`src/rtl/keypad_pkg.sv`:
```
// rtl/keypad_pkg.sv - shared constants and helpers for the keypad scanner
package keypad_pkg;

  localparam logic EVT_RELEASE = 1'b0;
  localparam logic EVT_PRESS   = 1'b1;

  function automatic int key_width(input int rows, input int cols);
    return (rows * cols > 1) ? $clog2(rows * cols) : 1;
  endfunction

endpackage

```
`src/rtl/keypad_event_fifo.sv`:
```
// rtl/keypad_event_fifo.sv - synchronous FIFO with registered storage and occupancy count
module keypad_event_fifo #(
  parameter int WIDTH = 8,
  parameter int DEPTH = 8,
  localparam int LVL_W = $clog2(DEPTH + 1),
  localparam int PTR_W = (DEPTH > 1) ? $clog2(DEPTH) : 1
) (
  input  logic             clk,
  input  logic             rst,
  input  logic             push,
  input  logic [WIDTH-1:0] push_data,
  input  logic             pop,
  output logic [WIDTH-1:0] pop_data,
  output logic             full,
  output logic             empty,
  output logic [LVL_W-1:0] level
);

  logic [WIDTH-1:0] mem [DEPTH];
  logic [PTR_W-1:0] wr_ptr;
  logic [PTR_W-1:0] rd_ptr;
  logic             push_ok;
  logic             pop_ok;

  function automatic logic [PTR_W-1:0] ptr_inc(input logic [PTR_W-1:0] p);
    return (p == PTR_W'(DEPTH - 1)) ? '0 : p + 1'b1;
  endfunction

  assign full     = (level == LVL_W'(DEPTH));
  assign empty    = (level == '0);
  // A full FIFO still accepts a push when the head leaves in the same cycle.
  assign push_ok  = push && (!full || pop);
  assign pop_ok   = pop && !empty;
  assign pop_data = mem[rd_ptr];

  always_ff @(posedge clk) begin
    if (rst) begin
      wr_ptr <= '0;
      rd_ptr <= '0;
      level  <= '0;
      for (int i = 0; i < DEPTH; i++) mem[i] <= '0;
    end else begin
      if (push_ok) begin
        mem[wr_ptr] <= push_data;
        wr_ptr      <= ptr_inc(wr_ptr);
      end
      if (pop_ok) rd_ptr <= ptr_inc(rd_ptr);
      case ({push_ok, pop_ok})
        2'b10:   level <= level + 1'b1;
        2'b01:   level <= level - 1'b1;
        default: level <= level;
      endcase
    end
  end

endmodule

```
`src/rtl/keypad_scan_events.sv`:
```
// rtl/keypad_scan_events.sv - matrix keypad scanner with per-key debounce and press/release event queue
module keypad_scan_events
  import keypad_pkg::*;
#(
  parameter int ROWS             = 4,
  parameter int COLS             = 4,
  parameter int SCAN_CYCLES      = 500,
  parameter int SAMPLE_DELAY     = 2,
  parameter int DEBOUNCE_SAMPLES = 6,
  parameter int FIFO_DEPTH       = 8,
  localparam int KEY_W = key_width(ROWS, COLS),
  localparam int LVL_W = $clog2(FIFO_DEPTH + 1)
) (
  input  logic                 clk,
  input  logic                 rst,
  input  logic                 enable,
  input  logic [COLS-1:0]      cols_in,
  output logic [ROWS-1:0]      rows_out,
  output logic [ROWS*COLS-1:0] key_state,
  output logic                 evt_valid,
  output logic                 evt_press,
  output logic [KEY_W-1:0]     evt_code,
  input  logic                 evt_ready,
  output logic [LVL_W-1:0]     fifo_level,
  output logic                 overflow,
  input  logic                 clear_overflow
);

  localparam int NKEYS  = ROWS * COLS;
  localparam int SCAN_W = $clog2(SCAN_CYCLES);
  localparam int ROW_W  = $clog2(ROWS);
  localparam int COL_W  = (COLS > 1) ? $clog2(COLS) : 1;
  localparam int DB_W   = $clog2(DEBOUNCE_SAMPLES + 1);

  typedef struct packed {
    logic             press;
    logic [KEY_W-1:0] code;
  } key_evt_t;

  logic [SCAN_W-1:0] scan_cnt;
  logic [ROW_W-1:0]  row_idx;
  logic [COLS-1:0]   col_meta;
  logic [COLS-1:0]   col_sync;
  logic [DB_W-1:0]   db_cnt [NKEYS];
  logic [DB_W-1:0]   db_nxt [NKEYS];
  logic [NKEYS-1:0]  ks_nxt;
  logic [COLS-1:0]   flips;
  logic [COLS-1:0]   pending;
  logic [COLS-1:0]   pending_nxt;
  logic              sample_edge;
  logic              scan_wrap;
  logic [KEY_W-1:0]  k;
  logic [COL_W-1:0]  emit_col;
  logic              emit_valid;
  logic [KEY_W-1:0]  emit_code;
  key_evt_t          evt_in;
  key_evt_t          evt_head;
  logic              fifo_full;
  logic              fifo_empty;
  logic              drop;

  assign rows_out    = enable ? ~(ROWS'(1) << row_idx) : '1;
  assign sample_edge = enable && (scan_cnt == SCAN_W'(SAMPLE_DELAY));
  assign scan_wrap   = (scan_cnt == SCAN_W'(SCAN_CYCLES - 1));

  // Debounce every column of the active row; a key flips only after a full run of disagreeing samples.
  always_comb begin
    ks_nxt = key_state;
    db_nxt = db_cnt;
    flips  = '0;
    k      = '0;
    for (int c = 0; c < COLS; c++) begin
      k = KEY_W'(int'(row_idx) * COLS + c);
      if (~col_sync[c] == key_state[k]) begin
        db_nxt[k] = '0;
      end else if (db_cnt[k] == DB_W'(DEBOUNCE_SAMPLES - 1)) begin
        ks_nxt[k] = ~key_state[k];
        db_nxt[k] = '0;
        flips[c]  = 1'b1;
      end else begin
        db_nxt[k] = db_cnt[k] + 1'b1;
      end
    end
  end

  // Serialise flipped columns lowest first; downward scan leaves the lowest set bit in emit_col.
  always_comb begin
    emit_col = '0;
    for (int c = COLS - 1; c >= 0; c--) begin
      if (pending[c]) emit_col = COL_W'(c);
    end
    emit_valid  = |pending;
    pending_nxt = pending & (pending - 1'b1);
    if (sample_edge) pending_nxt = pending_nxt | flips;
  end

  assign emit_code    = KEY_W'(int'(row_idx) * COLS + int'(emit_col));
  assign evt_in.code  = emit_code;
  assign evt_in.press = key_state[emit_code] ? EVT_PRESS : EVT_RELEASE;
  assign drop         = emit_valid && fifo_full && !evt_ready;

  always_ff @(posedge clk) begin
    if (rst) begin
      scan_cnt <= '0;
      row_idx  <= '0;
      col_meta <= '1;
      col_sync <= '1;
    end else begin
      col_meta <= cols_in;
      col_sync <= col_meta;
      if (enable) begin
        if (scan_wrap) begin
          scan_cnt <= '0;
          row_idx  <= (row_idx == ROW_W'(ROWS - 1)) ? '0 : row_idx + 1'b1;
        end else begin
          scan_cnt <= scan_cnt + 1'b1;
        end
      end
    end
  end

  always_ff @(posedge clk) begin
    if (rst) begin
      key_state <= '0;
      pending   <= '0;
      overflow  <= 1'b0;
      for (int i = 0; i < NKEYS; i++) db_cnt[i] <= '0;
    end else begin
      if (sample_edge) begin
        key_state <= ks_nxt;
        db_cnt    <= db_nxt;
      end
      pending <= pending_nxt;
      if (drop) overflow <= 1'b1;
      else if (clear_overflow) overflow <= 1'b0;
    end
  end

  keypad_event_fifo #(
    .WIDTH($bits(key_evt_t)),
    .DEPTH(FIFO_DEPTH)
  ) u_fifo (
    .clk      (clk),
    .rst      (rst),
    .push     (emit_valid),
    .push_data(evt_in),
    .pop      (evt_ready),
    .pop_data (evt_head),
    .full     (fifo_full),
    .empty    (fifo_empty),
    .level    (fifo_level)
  );

  assign evt_valid = !fifo_empty;
  assign evt_press = evt_head.press;
  assign evt_code  = evt_head.code;

endmodule

```
`config.mk`:
```
export PLATFORM = sky130hd
export DESIGN_NAME = keypad_scan_events
export DESIGN_NICKNAME = d
export VERILOG_FILES = /design/src/rtl/keypad_pkg.sv /design/src/rtl/keypad_event_fifo.sv /design/src/rtl/keypad_scan_events.sv
export SDC_FILE = /design/constraint.sdc
export NUM_CORES = 1
export LEC_CHECK = 0
export ABC_AREA = 1
export CORE_MARGIN = 5
export CORE_UTILIZATION = 60
export CTS_CLUSTER_SIZE = 28
export DETAILED_ROUTE_END_ITERATION = 8
export GPL_TIMING_DRIVEN = 0
export PLACE_DENSITY = 0.86
export SYNTH_ARGS = -nofsm -noshare
export SYNTH_HDL_FRONTEND = slang
export SYNTH_HIERARCHICAL = 1
export SYNTH_SLANG_ARGS = --single-unit
```
`constraint.sdc`:
```
create_clock -name clk -period 6.72 [get_ports clk]
set_input_delay 1.344 -clock clk [delete_from_list [all_inputs] [get_ports clk]]
set_output_delay 1.344 -clock clk [all_outputs]
set_load 0.005 [all_outputs]
```
==> summary.txt, run 1 <==
post-synthesis net count = 959
Max Cap Viol = 0
net switching power of the design = 600 µW
proportion of register bits with asynchronous set or reset after synthesis = 0%
classification of the worst setup path = reg2out
row count = 40
count of cells along the worst hold path = 1
Final period util = 62.6%
top fanout value on the critical path = 11
total DRC errors in the routed layout = 0
internal power summed over all cells = 1.73 mW
width of the die = 120 µm
critical path data required time = 5380 ps
number of enable-type register cells in the synthesized netlist = 40
Final Hold Fails = 0
number of antenna violations at the first check in global routing = 0
routability cong. = 0.935
clock slew seen by the registers of the worst setup and hold paths = 60 ps
source-to-sink clock delay at the later pin of the worst-skew pair = 420 ps
destination of the worst hold path = col_sync[3]
IR drop worst, VDD = 240 µV
cts-stage hold buffer count = 0
post-cts sizing count = 0
sequential element share of the synthesized area = 44.0%
port buffer count = 39
die footprint = 0.0145 mm²
number of global-route vias before repair = 6591
path category of the worst min-delay check = reg2reg
RSZ-0062 raised after global routing = no
switching power share of the total = 25.8%
post-CTS setup buffers = 0
Num Clock Sinks = 141
total power = 2.33 mW
achievable clock frequency = 238 MHz
setup TNS = 0 ps
Critical R2R Capture = db_cnt[46]
number of ports placed on the die boundary = 40
die span in y = 120 µm
setup slack after layout = 2510 ps
total via count in the routed design = 6715
DP Area = 0.00790 mm²
ANT nets after route = 0
global route overflow = 0
clock group share of total power = 42.9%
transition at the pin with the smallest max-transition slack = 627 ps
fin area = 0.00853 mm²
half-perimeter wire length after detailed placement = 13.0 mm
worst slack at placement = 2760 ps
launch instance of the worst register-to-register path = row_idx[0]
Data arrival, critical path = 2860 ps
effective utilization at floorplan = 61.0%
Core Area = 0.0120 mm²
register bit count reported by yosys = 141
leakage dissipation = 3.39 nW
first-pass GRT wire length = 31.0 mm
register share of total power = 40.5%
min cycle time layout = 4210 ps
Max Clock Skew = 8.28 ps
total power per unit cell area = 273 mW/mm²
depth of the CTS H-tree = 4
CP endpoint kind = output pin
Post-Syn Area = 0.00732 mm²
remaining max-slew budget at the tightest pin = 58.2%
R2R depth = 12
violation count after the first detailed-route iteration = 631
startpoint class of the critical path = flop
final hold slack = 410 ps
fraction of power consumed by combinational cells = 16.6%
reg2reg setup slack = 3650 ps
overall fraction of global-route tracks in use = 26.9%
net count of the finished layout = 1017
area taken by flip-flops and latches = 0.00322 mm²
yosys synthesis warning count = 6
count of non-filler cells in the finished layout = 1148
max-slew violation count = 0
placed insts = 1116
detailed-router iteration count before antenna repair = 5
status = finished clean
average cell area after synthesis = 7.87 µm²
largest net degree at the start of global routing = 17
total inserted antenna cells = 0
setup violators final = 0
number of instances in the synthesized netlist = 930
final design utilization = 71.0%
DR vias/cell = 5.85
multi-input gate area in the final layout = 0.00355 mm²
post-synth cell types = 42
area delta synth->final = 16.5%
startpoint of the most critical hold path = col_meta[3]
root buffer cell = sky130_fd_sc_hd__clkbuf_16
fill cell total of the finished layout = 952
CTS buffer count = 17
TritonCTS clock tree = done
most used flip-flop cell after synthesis = sky130_fd_sc_hd__dfxtp_1
sum of routed wire length over all layers = 18.6 mm
Bufs on Longest Clock Path = 2
ratio of cells with drive above 1 in the final layout = 12.1%
routed length per instance = 16.2 µm
==> critical path: stages (launching register included) <==
cell,delay [ps]
sky130_fd_sc_hd__dfxtp_1,370
sky130_fd_sc_hd__buf_6,170
sky130_fd_sc_hd__inv_2,60
sky130_fd_sc_hd__buf_6,150
sky130_fd_sc_hd__buf_6,180
sky130_fd_sc_hd__buf_4,200
sky130_fd_sc_hd__buf_2,280
sky130_fd_sc_hd__ha_1,190
sky130_fd_sc_hd__buf_2,280
sky130_fd_sc_hd__nand2_1,90
sky130_fd_sc_hd__clkdlybuf4s50_1,450
==> layer usage <==
metal  track usage, %  share of wire, %  vias to the layer above
met2             45.8                50                      273
met4             13.6               3.2                        0
met3             5.66               6.9                       57
met1             32.2                40                     3144
met5                0                 0                        -
li1                 -                 -                     3241
==> sequential cells by signal (all words and copies together), names as in the netlist, named ones only <==
register / count
db_cnt: 48
u_fifo/mem: 40
col_sync: 4
col_meta: 4
pending: 4
scan_cnt: 9
u_fifo/rd_ptr: 3
row_idx: 2
overflow: 1
key_state: 16
u_fifo/level: 4
u_fifo/wr_ptr: 3
==> layout make-up <==
type,count,area share (%)
multi-input cells,662,41.6
flip-flops and latches,141,37.8
clock buffers,20,5.49
repair buffers,39,4.58
inverters,93,4.09
plain buffers,34,2.41
well taps,147,2.16
clock inverters,12,1.92
==> layout by cell type (no fill, tap or decap), drive strengths merged, types with 2 or more instances in the layout <==
cell           instances
inv                   91
o22ai                  5
nand3                 74
a31oi                  8
ha                    20
clkdlybuf4s50         39
or2                   11
a32o                   4
nand4                 10
nand3b                15
xor2                   2
nand2                181
clkbuf                35
a32oi                  4
dfxtp                101
nor3                   8
o21ai                 88
bufinv                 4
a21oi                 79
clkinv                 9
o211ai                 7
nor2                 137
edfxtp                40
a211oi                 2
nor4                   2
buf                   19
==> Yosys cell counts (all sizes together), types with 11 or more instances <==
library cell  instances  share of area (%)
nand3b               15                1.5
inv                  90                4.6
buf                  19                2.0
o21ai                88                6.0
nand2               181                 11
clkbuf               15               0.77
nand3                74                6.8
nor2                137                7.8
ha                   20                3.4
dfxtp               101                 28
or2                  11                1.0
a21oi                79                5.6
edfxtp               40                 16
==> worst max-delay path by stage <==
| stage | slack (ps) | endpoint | startpoint | cells past startpoint |
|---|---|---|---|---|
| after floorplan | 3810 | rows_out[0] | enable | 2 |
| after global placement | 2760 | rows_out[0] | enable | 4 |
| after detailed placement | 2760 | rows_out[3] | enable | 4 |
| after CTS | 2560 | rows_out[2] | row_idx[0] | 10 |
| after global routing | 2380 | rows_out[2] | row_idx[0] | 10 |
| final | 2510 | rows_out[2] | row_idx[0] | 10 |
==> kinds of logic (layout without fill, tap and decap cells) <==
kind of cell             after synthesis  after routing  synth area share [%]
AO/OA/AOI/OAI                        199            199                  14.9
AND/OR/NAND/NOR                      440            440                  29.5
buffers and inverters                127            198                  7.57
XOR/XNOR                               3              3                 0.615
adder cells (fa/ha/maj)               20             20                  3.42
flip-flops                           141            141                  44.0
==> power by group through the flow <==
stage                     logic [mW]  clock network, mW  registers (mW)
after floorplan                0.244                  0           0.951
after global placement         0.372                  0           0.958
after detailed placement       0.382                  0           0.960
after CTS                      0.386               1.00           0.943
after global routing           0.436               1.05           0.947
final                          0.386               1.00           0.943
Note: power is estimated with default switching activity, not from simulation.
==> run 2, diff against run 1 <==
CORE_UTILIZATION = 54   (was 60)
PLACE_DENSITY = 0.82   (was 0.86)
clock period = 3.39 ns   (was 6.72 ns; I/O delays follow)
==> run 2 against run 1 <==
Combinational power grew 100%; register-to-register slack lost 3000 ps; flip-flop and latch count is the same; sequential power grew 98%; wire length grew 2.0%; clock power grew 84%; worst hold slack lost 0.78 ps; critical path depth shrank 3; worst setup slack lost 2300 ps; sequential share of layout area grew 0.11 points; highest routed layer unchanged.
==> summary.txt, run 2 (same netlist as run 1, synthesis figures left out) <==
ratio of cells with drive above 1 in the final layout = 11.7% (-0.36 points)
number of antenna violations at the first check in global routing = 0 (unchanged)
IR drop worst, VDD = 416 µV (+74%)
min cycle time layout = 3160 ps
leakage dissipation = 3.35 nW (-1.2%)
effective utilization at floorplan = 55.1% (-5.9 points)
area taken by flip-flops and latches = 0.00322 mm² (unchanged)
Max Cap Viol = 0 (unchanged)
highest metal layer with signal wires = met4
TritonCTS clock tree = done
final hold slack = 409 ps (-0.780 ps)
fill cell total of the finished layout = 1119 (+18%)
achievable clock frequency = 317 MHz
total DRC errors in the routed layout = 0 (unchanged)
multi-input gate area in the final layout = 0.00355 mm² (about the same)
width of the die = 126 µm (+5.0%)
Data arrival, critical path = 2480 ps (-380 ps)
clock slew seen by the registers of the worst setup and hold paths = 60 ps (about the same)
Max Clock Skew = 6.93 ps (-1.35 ps)
die span in y = 126 µm (+5.0%)
number of ports placed on the die boundary = 40 (unchanged)
number of global-route vias before repair = 6375 (-3.3%)
die footprint = 0.0160 mm² (+10%)
Bufs on Longest Clock Path = 2 (unchanged)
top fanout value on the critical path = 18 (+7)
status = finished clean
row count = 42 (+5.0%)
length of routed met2 wiring = 9.39 mm (+1.3%)
root buffer cell = sky130_fd_sc_hd__clkbuf_16
placed insts = 1145 (+2.6%)
Num Clock Sinks = 141 (unchanged)
number of flip-flops in the largest register = 48 (unchanged)
violation count after the first detailed-route iteration = 719 (+14%)
routed length per instance = 16.2 µm (-0.27%)
startpoint class of the critical path = flop
area delta synth->final = 16.1%
setup violators final = 0 (unchanged)
total length of routed met3 wires = 1.31 mm (+1.9%)
transition at the pin with the smallest max-transition slack = 609 ps (-18.0 ps)
Core Area = 0.0133 mm² (+11%)
half-perimeter wire length after detailed placement = 13.2 mm (+1.5%)
global route overflow = 0 (unchanged)
total power per unit cell area = 529 mW/mm² (+94%)
first-pass GRT wire length = 31.0 mm (about the same)
total inserted antenna cells = 0 (unchanged)
count of non-filler cells in the finished layout = 1174 (+2.3%)
CP endpoint kind = output pin
depth of the CTS H-tree = 4 (unchanged)
critical path data required time = 2710 ps (-2670 ps)
CTS buffer count = 17 (unchanged)
ANT nets after route = 0 (unchanged)
leading cell types in the layout, fill and taps excluded = sky130_fd_sc_hd__nand2_1 (160), sky130_fd_sc_hd__nor2_1 (126), sky130_fd_sc_hd__dfxtp_1 (101)
sum of routed wire length over all layers = 19.0 mm (+2.0%)
path category of the worst min-delay check = reg2reg
largest net degree at the start of global routing = 21 (+4)
Final Hold Fails = 0 (unchanged)
max-slew violation count = 0 (unchanged)
total via count in the routed design = 6718 (+0.045%)
overall fraction of global-route tracks in use = 24.0% (-2.9 points)
remaining max-slew budget at the tightest pin = 59.4% (+1.2 points)
top flop regs = db_cnt x48, u_fifo/mem x40, key_state x16
Final period util = 93.2%
DR vias/cell = 5.72 (-2.2%)
source-to-sink clock delay at the later pin of the worst-skew pair = 430 ps (about the same)
met1 layer wirelength in the final routing = 7.74 mm (+3.4%)
setup TNS = 0 ps (unchanged)
RSZ-0062 raised after global routing = no
port buffer count = 39 (unchanged)
register with the highest flop count = db_cnt
routability cong. = 0.924 (-1.1%)
classification of the worst setup path = reg2out
net count of the finished layout = 1014 (-0.29%)
commonest non-fill, non-tap cell in the layout = sky130_fd_sc_hd__nand2_1
detailed-router iteration count before antenna repair = 8 (+3)
[run 2: final timing paths]
kind	start	end	depth (start not counted)	slack (ps)
setup / recovery	row_idx[1]	rows_out[1]	7	230
hold / removal	col_meta[3]	col_sync[3]	1	410
setup reg to reg	row_idx[0]	key_state[7]	13	660
hold reg to reg	col_meta[3]	col_sync[3]	1	410
[run 2: report_power, final]
group | switching [mW] | leakage, nW | total (mW) | internal (mW)
Combinational | 0.446 | 1.84 | 0.782 | 0.335
Clock | 0.699 | 0.276 | 1.84 | 1.14
Sequential | 0.0622 | 1.23 | 1.87 | 1.81
[run 2: per-stage QoR]
stage	total power, mW	instance area, µm²	utilization [%]	worst slack, ps
2_1_floorplan	2.37	7320	-	1170
3_3_place_gp	2.64	7930	59.7	330
3_5_place_dp	2.67	7930	59.7	317
4_1_cts	4.51	8510	64.0	30.9
5_1_grt	4.69	8500	64.0	133
6_report	4.50	8500	64.0	232
[run 2: per-layer routing]
metal	vias up	GRT usage (%)
li1	3235	-
met4	0	10.3
met2	294	40.3
met1	3136	29.4
met5	-	0
met3	53	5.80
[run 2: worst max-delay path, stage by stage (launching register included)]
cell and delay (ps):
sky130_fd_sc_hd__dfxtp_1 370, sky130_fd_sc_hd__buf_6 190, sky130_fd_sc_hd__inv_4 240, sky130_fd_sc_hd__clkbuf_4 310
sky130_fd_sc_hd__ha_1 160, sky130_fd_sc_hd__buf_2 220, sky130_fd_sc_hd__nand2_1 90, sky130_fd_sc_hd__clkdlybuf4s50_1 450
[run 2: final cells by class]
cell class	count	share of cell area, %
plain buffers	31	2.24
clock buffers	19	5.09
clock inverters	13	1.74
inverters	93	4.13
multi-input cells	662	41.7
flip-flops and latches	141	37.9
well taps	176	2.59
repair buffers	39	4.59
[run 2: what timing repair did]
action                                  in CTS  in global routing
pin swaps                                    0                  0
setup buffers                                0                  0
gates cloned                                 0                  0
hold buffers                                 0                  0
endpoints found under the setup margin       3                  3
gates resized for setup                      2                  1
